File: src/rtl/usbfs_pkg.sv
// Shared types for the USB FS OUT-packet scheduler: FSM states, handshake
// decisions and the fixed endpoint-number width.
package usbfs_pkg;

   localparam int ENDP_W = 4;

   typedef enum logic [1:0] {IDLE, RESP, DRAIN, TAIL} state_e;

   typedef enum logic [1:0] {HS_ACK, HS_NAK, HS_STALL} hs_e;

endpackage

File: src/rtl/usbfs_rd_mux.sv
// N_ENDP:1 read-port select. Forwards the selected endpoint's read strobe
// and index to the shared buffer only while the grant input is high; all
// other endpoints' strobes are dropped.
module usbfs_rd_mux
   import usbfs_pkg::*;
#(
   parameter int N_ENDP = 4,
   parameter int IDX_W  = 3
) (
   input  logic [ENDP_W-1:0]       i_sel,
   input  logic                    i_grant,
   input  logic [N_ENDP-1:0]       i_rdEn,
   input  logic [N_ENDP*IDX_W-1:0] i_rdIdx,
   output logic                    o_rdEn,
   output logic [IDX_W-1:0]        o_rdIdx
);

   // pick the granted endpoint's strobe/index; nothing passes without grant
   always_comb begin
      o_rdEn  = 1'b0;
      o_rdIdx = '0;
      for (int e = 0; e < N_ENDP; e++) begin
         if (i_grant && (i_sel == ENDP_W'(e))) begin
            o_rdEn  = i_rdEn[e];
            o_rdIdx = i_rdIdx[e*IDX_W +: IDX_W];
         end
      end
   end

endmodule

File: src/rtl/usbfs_out_sched.sv
// USB FS OUT-packet scheduler: arbitrates the single receive buffer among
// N_ENDP OUT endpoints, returns ACK/NAK/STALL and grants the target endpoint
// exclusive read access until it has drained the packet.
// Optional drain watchdog: define USBFS_OUT_SCHED_TIMEOUT_EN.
module usbfs_out_sched
   import usbfs_pkg::*;
#(
   parameter int N_ENDP  = 4,
   parameter int MAX_PKT = 8,
`ifdef USBFS_OUT_SCHED_TIMEOUT_EN
   parameter int TIMEOUT = 256,
`endif
   localparam int IDX_W    = (MAX_PKT > 1) ? $clog2(MAX_PKT) : 1,
   localparam int NBYTES_W = $clog2(MAX_PKT + 1)
) (
   input  logic                    i_clk,
   input  logic                    i_rst_n,
   input  logic                    i_pktValid,
   output logic                    o_pktReady,
   input  logic [ENDP_W-1:0]       i_pktEndp,
   input  logic [NBYTES_W-1:0]     i_pktNBytes,
   output logic                    o_hsAck,
   output logic                    o_hsNak,
   output logic                    o_hsStall,
   output logic                    o_bufRdEn,
   output logic [IDX_W-1:0]        o_bufRdIdx,
   input  logic [7:0]              i_bufRdByte,
   output logic [N_ENDP-1:0]       o_erValid,
   input  logic [N_ENDP-1:0]       i_erReady,
   input  logic [N_ENDP-1:0]       i_erStall,
   input  logic [N_ENDP-1:0]       i_erRdEn,
   input  logic [N_ENDP*IDX_W-1:0] i_erRdIdx,
   output logic [7:0]              o_erRdByte,
   output logic [NBYTES_W-1:0]     o_erRdNBytes
`ifdef USBFS_OUT_SCHED_TIMEOUT_EN
   ,
   output logic                    o_drainErr
`endif
);

   state_e                state_q, state_d;
   logic [ENDP_W-1:0]     endp_q, endp_d;
   logic [NBYTES_W-1:0]   nBytes_q, nBytes_d;
   logic [NBYTES_W-1:0]   cnt_q, cnt_d;

   logic                  grant;
   logic                  hit, selStall, selReady;
   logic [N_ENDP-1:0]     selOneHot;
   hs_e                   dec;

`ifdef USBFS_OUT_SCHED_TIMEOUT_EN
   localparam int WDT_W = $clog2(TIMEOUT + 1);
   logic [WDT_W-1:0]      wdt_q, wdt_d;
`endif

   usbfs_rd_mux #(.N_ENDP(N_ENDP), .IDX_W(IDX_W)) u_rd_mux (
      .i_sel   (endp_q),
      .i_grant (grant),
      .i_rdEn  (i_erRdEn),
      .i_rdIdx (i_erRdIdx),
      .o_rdEn  (o_bufRdEn),
      .o_rdIdx (o_bufRdIdx)
   );

   assign grant        = (state_q == DRAIN);
   assign o_erRdByte   = i_bufRdByte;
   assign o_erRdNBytes = nBytes_q;

   // decode the latched endpoint: out-of-range numbers never match, so they stall
   always_comb begin
      hit       = 1'b0;
      selStall  = 1'b0;
      selReady  = 1'b0;
      selOneHot = '0;
      for (int e = 0; e < N_ENDP; e++) begin
         if (endp_q == ENDP_W'(e)) begin
            hit          = 1'b1;
            selStall     = i_erStall[e];
            selReady     = i_erReady[e];
            selOneHot[e] = 1'b1;
         end
      end
      if (!hit || selStall)  dec = HS_STALL;
      else if (!selReady)    dec = HS_NAK;
      else                   dec = HS_ACK;
   end

   // next-state and output logic
   always_comb begin
      state_d    = state_q;
      endp_d     = endp_q;
      nBytes_d   = nBytes_q;
      cnt_d      = cnt_q;
      o_pktReady = 1'b0;
      o_hsAck    = 1'b0;
      o_hsNak    = 1'b0;
      o_hsStall  = 1'b0;
      o_erValid  = '0;
`ifdef USBFS_OUT_SCHED_TIMEOUT_EN
      wdt_d      = '0;
      o_drainErr = 1'b0;
`endif
      unique case (state_q)
         IDLE: begin
            o_pktReady = 1'b1;
            if (i_pktValid) begin
               endp_d   = i_pktEndp;
               nBytes_d = i_pktNBytes;
               state_d  = RESP;
            end
         end
         RESP: begin
            unique case (dec)
               HS_STALL: begin
                  o_hsStall = 1'b1;
                  state_d   = IDLE;
               end
               HS_NAK: begin
                  o_hsNak = 1'b1;
                  state_d = IDLE;
               end
               default: begin
                  o_hsAck   = 1'b1;
                  o_erValid = selOneHot;
                  state_d   = (nBytes_q != '0) ? DRAIN : IDLE;
               end
            endcase
         end
         DRAIN: begin
            if (o_bufRdEn) begin
               cnt_d = cnt_q + NBYTES_W'(1);
               if (cnt_q == nBytes_q - NBYTES_W'(1)) begin
                  cnt_d   = '0;
                  state_d = TAIL;
               end
            end
`ifdef USBFS_OUT_SCHED_TIMEOUT_EN
            wdt_d = o_bufRdEn ? '0 : wdt_q + WDT_W'(1);
            // a stuck endpoint releases the buffer so traffic can continue
            if (wdt_q == WDT_W'(TIMEOUT - 1)) begin
               o_drainErr = 1'b1;
               cnt_d      = '0;
               state_d    = IDLE;
            end
`endif
         end
         TAIL: begin
            // buffer still held so the last requested byte comes back intact
            state_d = IDLE;
         end
         default: state_d = IDLE;
      endcase
   end

   // state registers
   always_ff @(posedge i_clk or negedge i_rst_n) begin
      if (!i_rst_n) begin
         state_q  <= IDLE;
         endp_q   <= '0;
         nBytes_q <= '0;
         cnt_q    <= '0;
`ifdef USBFS_OUT_SCHED_TIMEOUT_EN
         wdt_q    <= '0;
`endif
      end else begin
         state_q  <= state_d;
         endp_q   <= endp_d;
         nBytes_q <= nBytes_d;
         cnt_q    <= cnt_d;
`ifdef USBFS_OUT_SCHED_TIMEOUT_EN
         wdt_q    <= wdt_d;
`endif
      end
   end

   a_erValidOnlyInResp: assert property (@(posedge i_clk) disable iff (!i_rst_n)
      (o_erValid != '0) |-> (state_q == RESP));

   a_noReadPastEnd: assert property (@(posedge i_clk) disable iff (!i_rst_n)
      !(o_bufRdEn && (cnt_q == nBytes_q)));

endmodule

File: config.mk
export PLATFORM = sky130hd
export DESIGN_NAME = usbfs_out_sched
export DESIGN_NICKNAME = d
export VERILOG_FILES = /design/src/rtl/usbfs_pkg.sv /design/src/rtl/usbfs_rd_mux.sv /design/src/rtl/usbfs_out_sched.sv
export SDC_FILE = /design/constraint.sdc
export NUM_CORES = 1
export LEC_CHECK = 0
export ABC_AREA = 1
export BUFFER_PORTS_ARGS = -buffer_cell sky130_fd_sc_hd__buf_4
export CAP_MARGIN = 10
export CORE_UTILIZATION = 43
export CTS_BUF_LIST = sky130_fd_sc_hd__clkbuf_4 sky130_fd_sc_hd__clkbuf_8 sky130_fd_sc_hd__clkbuf_16
export DETAILED_ROUTE_END_ITERATION = 12
export PLACE_DENSITY_LB_ADDON = 0.1
export SKIP_CTS_REPAIR_TIMING = 1
export SLEW_MARGIN = 20
export SYNTH_ARGS = -nofsm -noshare
export SYNTH_HDL_FRONTEND = slang
export SYNTH_HIERARCHICAL = 1
export SYNTH_SLANG_ARGS = --single-unit
File: constraint.sdc
create_clock -name i_clk -period 1.78 [get_ports i_clk]
set_input_delay 0.356 -clock i_clk [delete_from_list [all_inputs] [get_ports i_clk]]
set_output_delay 0.356 -clock i_clk [all_outputs]
set_load 0.01 [all_outputs]
Word-level counts from Yosys, hierarchy flattened:

Cells that the tools add are included.

* register bits after elaboration: 14
* bits of input ports: 43
* output and inout port bits: 24

* $add $sub $neg: 2
* multiplexer cells: 41
* equal/unequal tests: 12
* reduce and logical (&&, ||, !) cells: 13

Operators with widths (number)
* 1-bit two-way mux: 27
* 2-bit two-way mux: 6
* 3-bit two-way mux: 4
* 4-bit two-way mux: 3
* 4-bit by 2-bit equality test with 1-bit output, second input constant: 2
* 2-bit one-hot mux with 4 select lines: 1
* 2-bit equality test, second input constant: 3
* 2-bit inequality test, second input constant: 3
* 4-bit by 1-bit adder with 4-bit output, second input constant: 1
* 2-bit by 1-bit equality test with 1-bit output, second input constant: 2
* 4-bit by 1-bit equality test with 1-bit output, second input constant: 1
* 4-bit equality test: 1
* 1-bit logical AND: 4
* 4-bit zero test: 1
* 2-bit AND reduction: 2
* 4-bit nonzero test: 1
* 4-bit by 1-bit subtractor with 4-bit output, second input constant: 1
* 3-bit AND reduction: 1
* 2-bit zero test: 1
* 2-bit OR reduction: 1
* 1-bit zero test: 1
* 1-bit logical OR: 1

Longest topological paths before layout:

* depth after elaboration: 12
* gate-level depth with buffers: 12
* gate-level depth less buffers: 12

Hierarchy:

Netlist, hierarchy kept.

Modules (own cells, without submodules)
* usbfs_out_sched: cells each 126, times used 1, area an instance 928.4 um^2
* usbfs_rd_mux: cells each 28, times used 1, area an instance 173.9 um^2

Least setup slack after synthesis:

OpenSTA, ideal clock, no wires.

* kind: register to register
* from: register state_q[0]
* to: register cnt_q[3]
* setup slack: 0.154 ns
* stages on the path, launching flop included: 12
* required time: 1.660 ns
* period minus slack after synthesis: 1.626 ns
* arrival: 1.507 ns
* cells stage by stage: dfrtp_1 -> inv_1 -> nand2_1 -> inv_1 -> inv_1 -> nor2_2 -> nand4_1 -> nand4_1 -> nand2_2 -> nor2_1 -> xor2_1 -> nor2_1

* word-level cells in the longest chain between the ends: 7

RTL lines
* from (decl): RTL line usbfs_out_sched.sv:41 `state_e state_q, state_d;`
* from (signal assigned): RTL line usbfs_out_sched.sv:166 `state_q <= state_d;`
* 2-bit equality test *: RTL line usbfs_out_sched.sv:65 `assign grant = (state_q == DRAIN);`
* named net grant: RTL line usbfs_out_sched.sv:46 `logic grant;`
* 1-bit logical AND: RTL line usbfs_rd_mux.sv:23 `if (i_grant && (i_sel == ENDP_W'(e))) begin`
* 1-bit two-way mux (3 in a row): RTL line usbfs_rd_mux.sv:23
* 1-bit two-way mux *: RTL line usbfs_rd_mux.sv:23
* named net o_bufRdEn: RTL line usbfs_out_sched.sv:25 `output logic o_bufRdEn,`
* 2-bit AND reduction (no line) *
* to (signal assigned): RTL line usbfs_out_sched.sv:169 `cnt_q <= cnt_d;`
* to (decl): RTL line usbfs_out_sched.sv:44 `logic [NBYTES_W-1:0] cnt_q, cnt_d;`

The timed path passes the listed nets; every way through them passes the cells marked *.
A chain may end at the register's enable or synchronous reset.

Final worst setup path:

* from: register endp_q[3]
* to: output o_erValid[2]

* word-level cells in the longest chain between the ends: 12

RTL lines
* from (decl): RTL line usbfs_out_sched.sv:42 `logic [ENDP_W-1:0] endp_q, endp_d;`
* from (signal assigned): RTL line usbfs_out_sched.sv:167 `endp_q <= endp_d;`
* 4-bit zero test: RTL line usbfs_out_sched.sv:76 `if (endp_q == ENDP_W'(e)) begin`
* 1-bit two-way mux (4 in a row): RTL line usbfs_out_sched.sv:76
* 1-bit zero test: RTL line usbfs_out_sched.sv:83 `if (!hit || selStall) dec = HS_STALL;`
* 1-bit logical OR: RTL line usbfs_out_sched.sv:83
* 2-bit two-way mux: RTL line usbfs_out_sched.sv:83
* 2-bit by 1-bit equality test with 1-bit output or 2-bit equality test (tied branches): RTL line usbfs_out_sched.sv:113 `unique case (dec)`
* 2-bit OR reduction (no line)
* 4-bit two-way mux *: RTL line usbfs_out_sched.sv:113
* 4-bit two-way mux *: RTL line usbfs_out_sched.sv:103 `unique case (state_q)`
* to (decl): RTL line usbfs_out_sched.sv:28 `output logic [N_ENDP-1:0] o_erValid,`

Mark *: on every way between the ends. The rest lies on a longest branch, timed or not.

==> impl_metrics.tcl <==
set metrics [dict create \
    rsz0062_at_grt "true" \
    fmax_mhz 503 \
    violations "setup timing" \
    cts.sinks 14 \
    fin_nets 253 \
    routed_wl_mm 3.00 \
    switching_share 0.435 \
    max_slew_margin 0.668 \
    cts_root_buf "clkbuf_4" \
    insertion_delay_ps 280 \
    grt_pass1_wl_mm 4.49 \
    seq_power_share 0.339 \
    p_int_mw 0.932 \
    n_fill_cell 198 \
    fin_util 0.703 \
    hold_viol 0 \
    ys_types 20 \
    p_comb_frac 0.523 \
    cts_tree "yes" \
    yosysSeqAreaShare 0.318 \
    drt_iter0_markers 21 \
    ant_nets 0 \
    syn-num-nets 199 \
    antenna_found_initial 0 \
    whs_ps 321 \
    synth_area_um2 1100 \
    drive_gt1_frac 0.464 \
    dp_hpwl_mm 2.26 \
    syn_to_final_growth_pct 47.8 \
    fin_ws_ps -208 \
    cap_viol_max_count 0 \
    crit_type "flop to output port" \
    grt_usage 0.213 \
    numCtsBuffers 3 \
    vias_per_cell 5.11 \
    whs_path_depth 2 \
    end_kind "output port" \
    rows 17 \
    gp_congestion 0.851 \
    worstMarginPinSlew_ps 496 \
    syn_inst 154 \
    cellLeakagePower_nw 0.849 \
    dieHeight_um 52.6 \
    crit_path_max_fanout 5 \
    start_util 0.475 \
    period_minus_slack_ps 1990 \
    syn_area_per_cell_um2 7.16 \
    grt_pass1_vias 1069 \
    layoutNonFillerInstCount 235 \
    critPathRequiredTime_ps 1420 \
    cts_buffer_depth 2 \
    hp-start "i_pktEndp[3]" \
    num_antenna_cells 0 \
    post_dp_cell_area_um2 1450 \
    placed_cells_incl_taps 224 \
    status "finished with violations" \
    peakVddDrop_mv 0.709 \
    pwr-share-clk 0.137 \
    firstDrtPassIters 4 \
    die_w_um 52.6 \
    numPortBuffers 50 \
    vias 1201 \
    grt_max_degree 16 \
    reg2reg_depth 11 \
    ys_ff_latch 14 \
    power_density_nw_per_um2 1010 \
    switchingPower_mw 0.718 \
    final-setup-viol-count 11 \
    fin_crit_sh 1.12 \
    r2r_start "state_q[0]$_DFFE_PN0P_" \
    die-area_um2 2770 \
    post_drt_wl_per_cell_um 12.8 \
    final_area_um2 1630 \
    timing.critical_path.from "endp_q[3]$_DFFE_PN0P_" \
    drc 0 \
    ys_warn_count 6 \
    worst_clock_skew_ps 7.80 \
    clkTransAtPathRegs_ps 90 \
    core_area_um2 2320 \
    report.final.slew_viol_count 0 \
    arrival_ps 1630 \
    start_kind "flop" \
    ios 67 \
    overflow 0 \
    htreeDepth 1 \
    hold_path_class "input port to flop" \
]
power groups by stage:
stage               Combinational, mW  Clock (mW)  Sequential [mW]
floorplan                       0.528           0            0.539
CTS                             0.751       0.234            0.545
finish                          0.864       0.226            0.560
global route                    0.962       0.247            0.579
detailed placement              0.749           0            0.550
global placement                0.724           0            0.546
cell families after synthesis:
logic type | count (synthesis) | synth area share
adder cells (fa/ha/maj) | 2 | 0.0227
multiplexers | 2 | 0.0204
flip-flops | 14 | 0.318
buffers and inverters | 30 | 0.145
AO/OA/AOI/OAI | 8 | 0.0363
XOR/XNOR | 5 | 0.0397
AND/OR/NAND/NOR | 93 | 0.418
path summary, 6_finish.rpt:
path | endpoint | slack [ps]
worst max-delay path | o_erValid[2] | -210
worst min-delay path | endp_q[3]$_DFFE_PN0P_ | 320
worst max register to register | cnt_q[2]$_DFFE_PN0P_ | 140
worst min register to register | flop | 570
max in group asynchronous | endp_q[1]$_DFFE_PN0P_ | 1140
min in group asynchronous | o_erRdNBytes[0]$_DFFE_PN0P_ | 460
layout make-up:
type | count | area, um^2 | share of cell area
multi-input combinational | 110 | 659 | 0.405
inverter | 18 | 73.8 | 0.0453
timing repair buffer | 61 | 469 | 0.288
clock buffer | 4 | 36.3 | 0.0223
sequential | 14 | 355 | 0.218
tap | 28 | 35.0 | 0.0215
cells in the mapped netlist:
| library cell | count | area share |
|---|---|---|
| nor2_1 | 28 | 0.095 |
| nand2_1 | 21 | 0.072 |
| nand4_1 | 20 | 0.11 |
| inv_1 | 18 | 0.061 |
| dfrtp_1 | 14 | 0.32 |
| nand3_1 | 14 | 0.064 |
| buf_4 | 8 | 0.054 |
| a21oi_1 | 6 | 0.027 |
| xor2_1 | 5 | 0.040 |
| nand2_2 | 4 | 0.023 |
| buf_2 | 2 | 0.0091 |
| buf_6 | 2 | 0.020 |
| ha_1 | 2 | 0.023 |
| mux2_2 | 2 | 0.020 |
| nor2_2 | 2 | 0.011 |
| o21ai_0 | 2 | 0.0091 |
| nand3_2 | 1 | 0.0091 |
| nor2_4 | 1 | 0.010 |
| nor3_4 | 1 | 0.015 |
| or2_0 | 1 | 0.0057 |
sequential cells by signal, indices dropped and copies added (netlist names), named ones only:
signal,count
endp_q,4
cnt_q,4
o_erRdNBytes,4
state_q,1
worst max-delay path, cell delays in order (launching register included):
cell	delay (ps)
dfrtp_2	430
nor2_4	50
buf_2	150
nand3_1	110
nand3_2	120
nor3_4	180
nand2_4	90
nor2_2	100
buf_4	120
placed cells by master (no fill, tap or decap), types with 2 or more instances in the layout:
cell,count
a21oi_1,6
buf_4,56
buf_6,3
clkbuf_4,3
dfrtp_1,10
dfrtp_2,4
ha_1,2
inv_1,12
inv_2,4
mux2_2,2
nand2_1,17
nand2_2,5
nand2_4,3
nand3_1,10
nand3_2,5
nand4_1,20
nor2_1,25
nor2_2,2
nor2_4,4
o21ai_0,2
xor2_1,5
per-stage QoR:
step	power, mW	setup slack [ps]	TNS [ps]
3_5_place_dp	1.30	-25.7	-25.7
2_1_floorplan	1.07	154	0
6_report	1.65	-208	-1570
5_1_grt	1.79	-293	-2630
3_3_place_gp	1.27	30.7	0
4_1_cts	1.53	-243	-2280
per-layer routing:
metal  share of wire  global-route usage
met4           0.015              0.0395
met3           0.074              0.0522
met2            0.51               0.386
met5               0                   0
met1            0.40               0.252
Note: power is estimated with default switching activity, not from simulation.
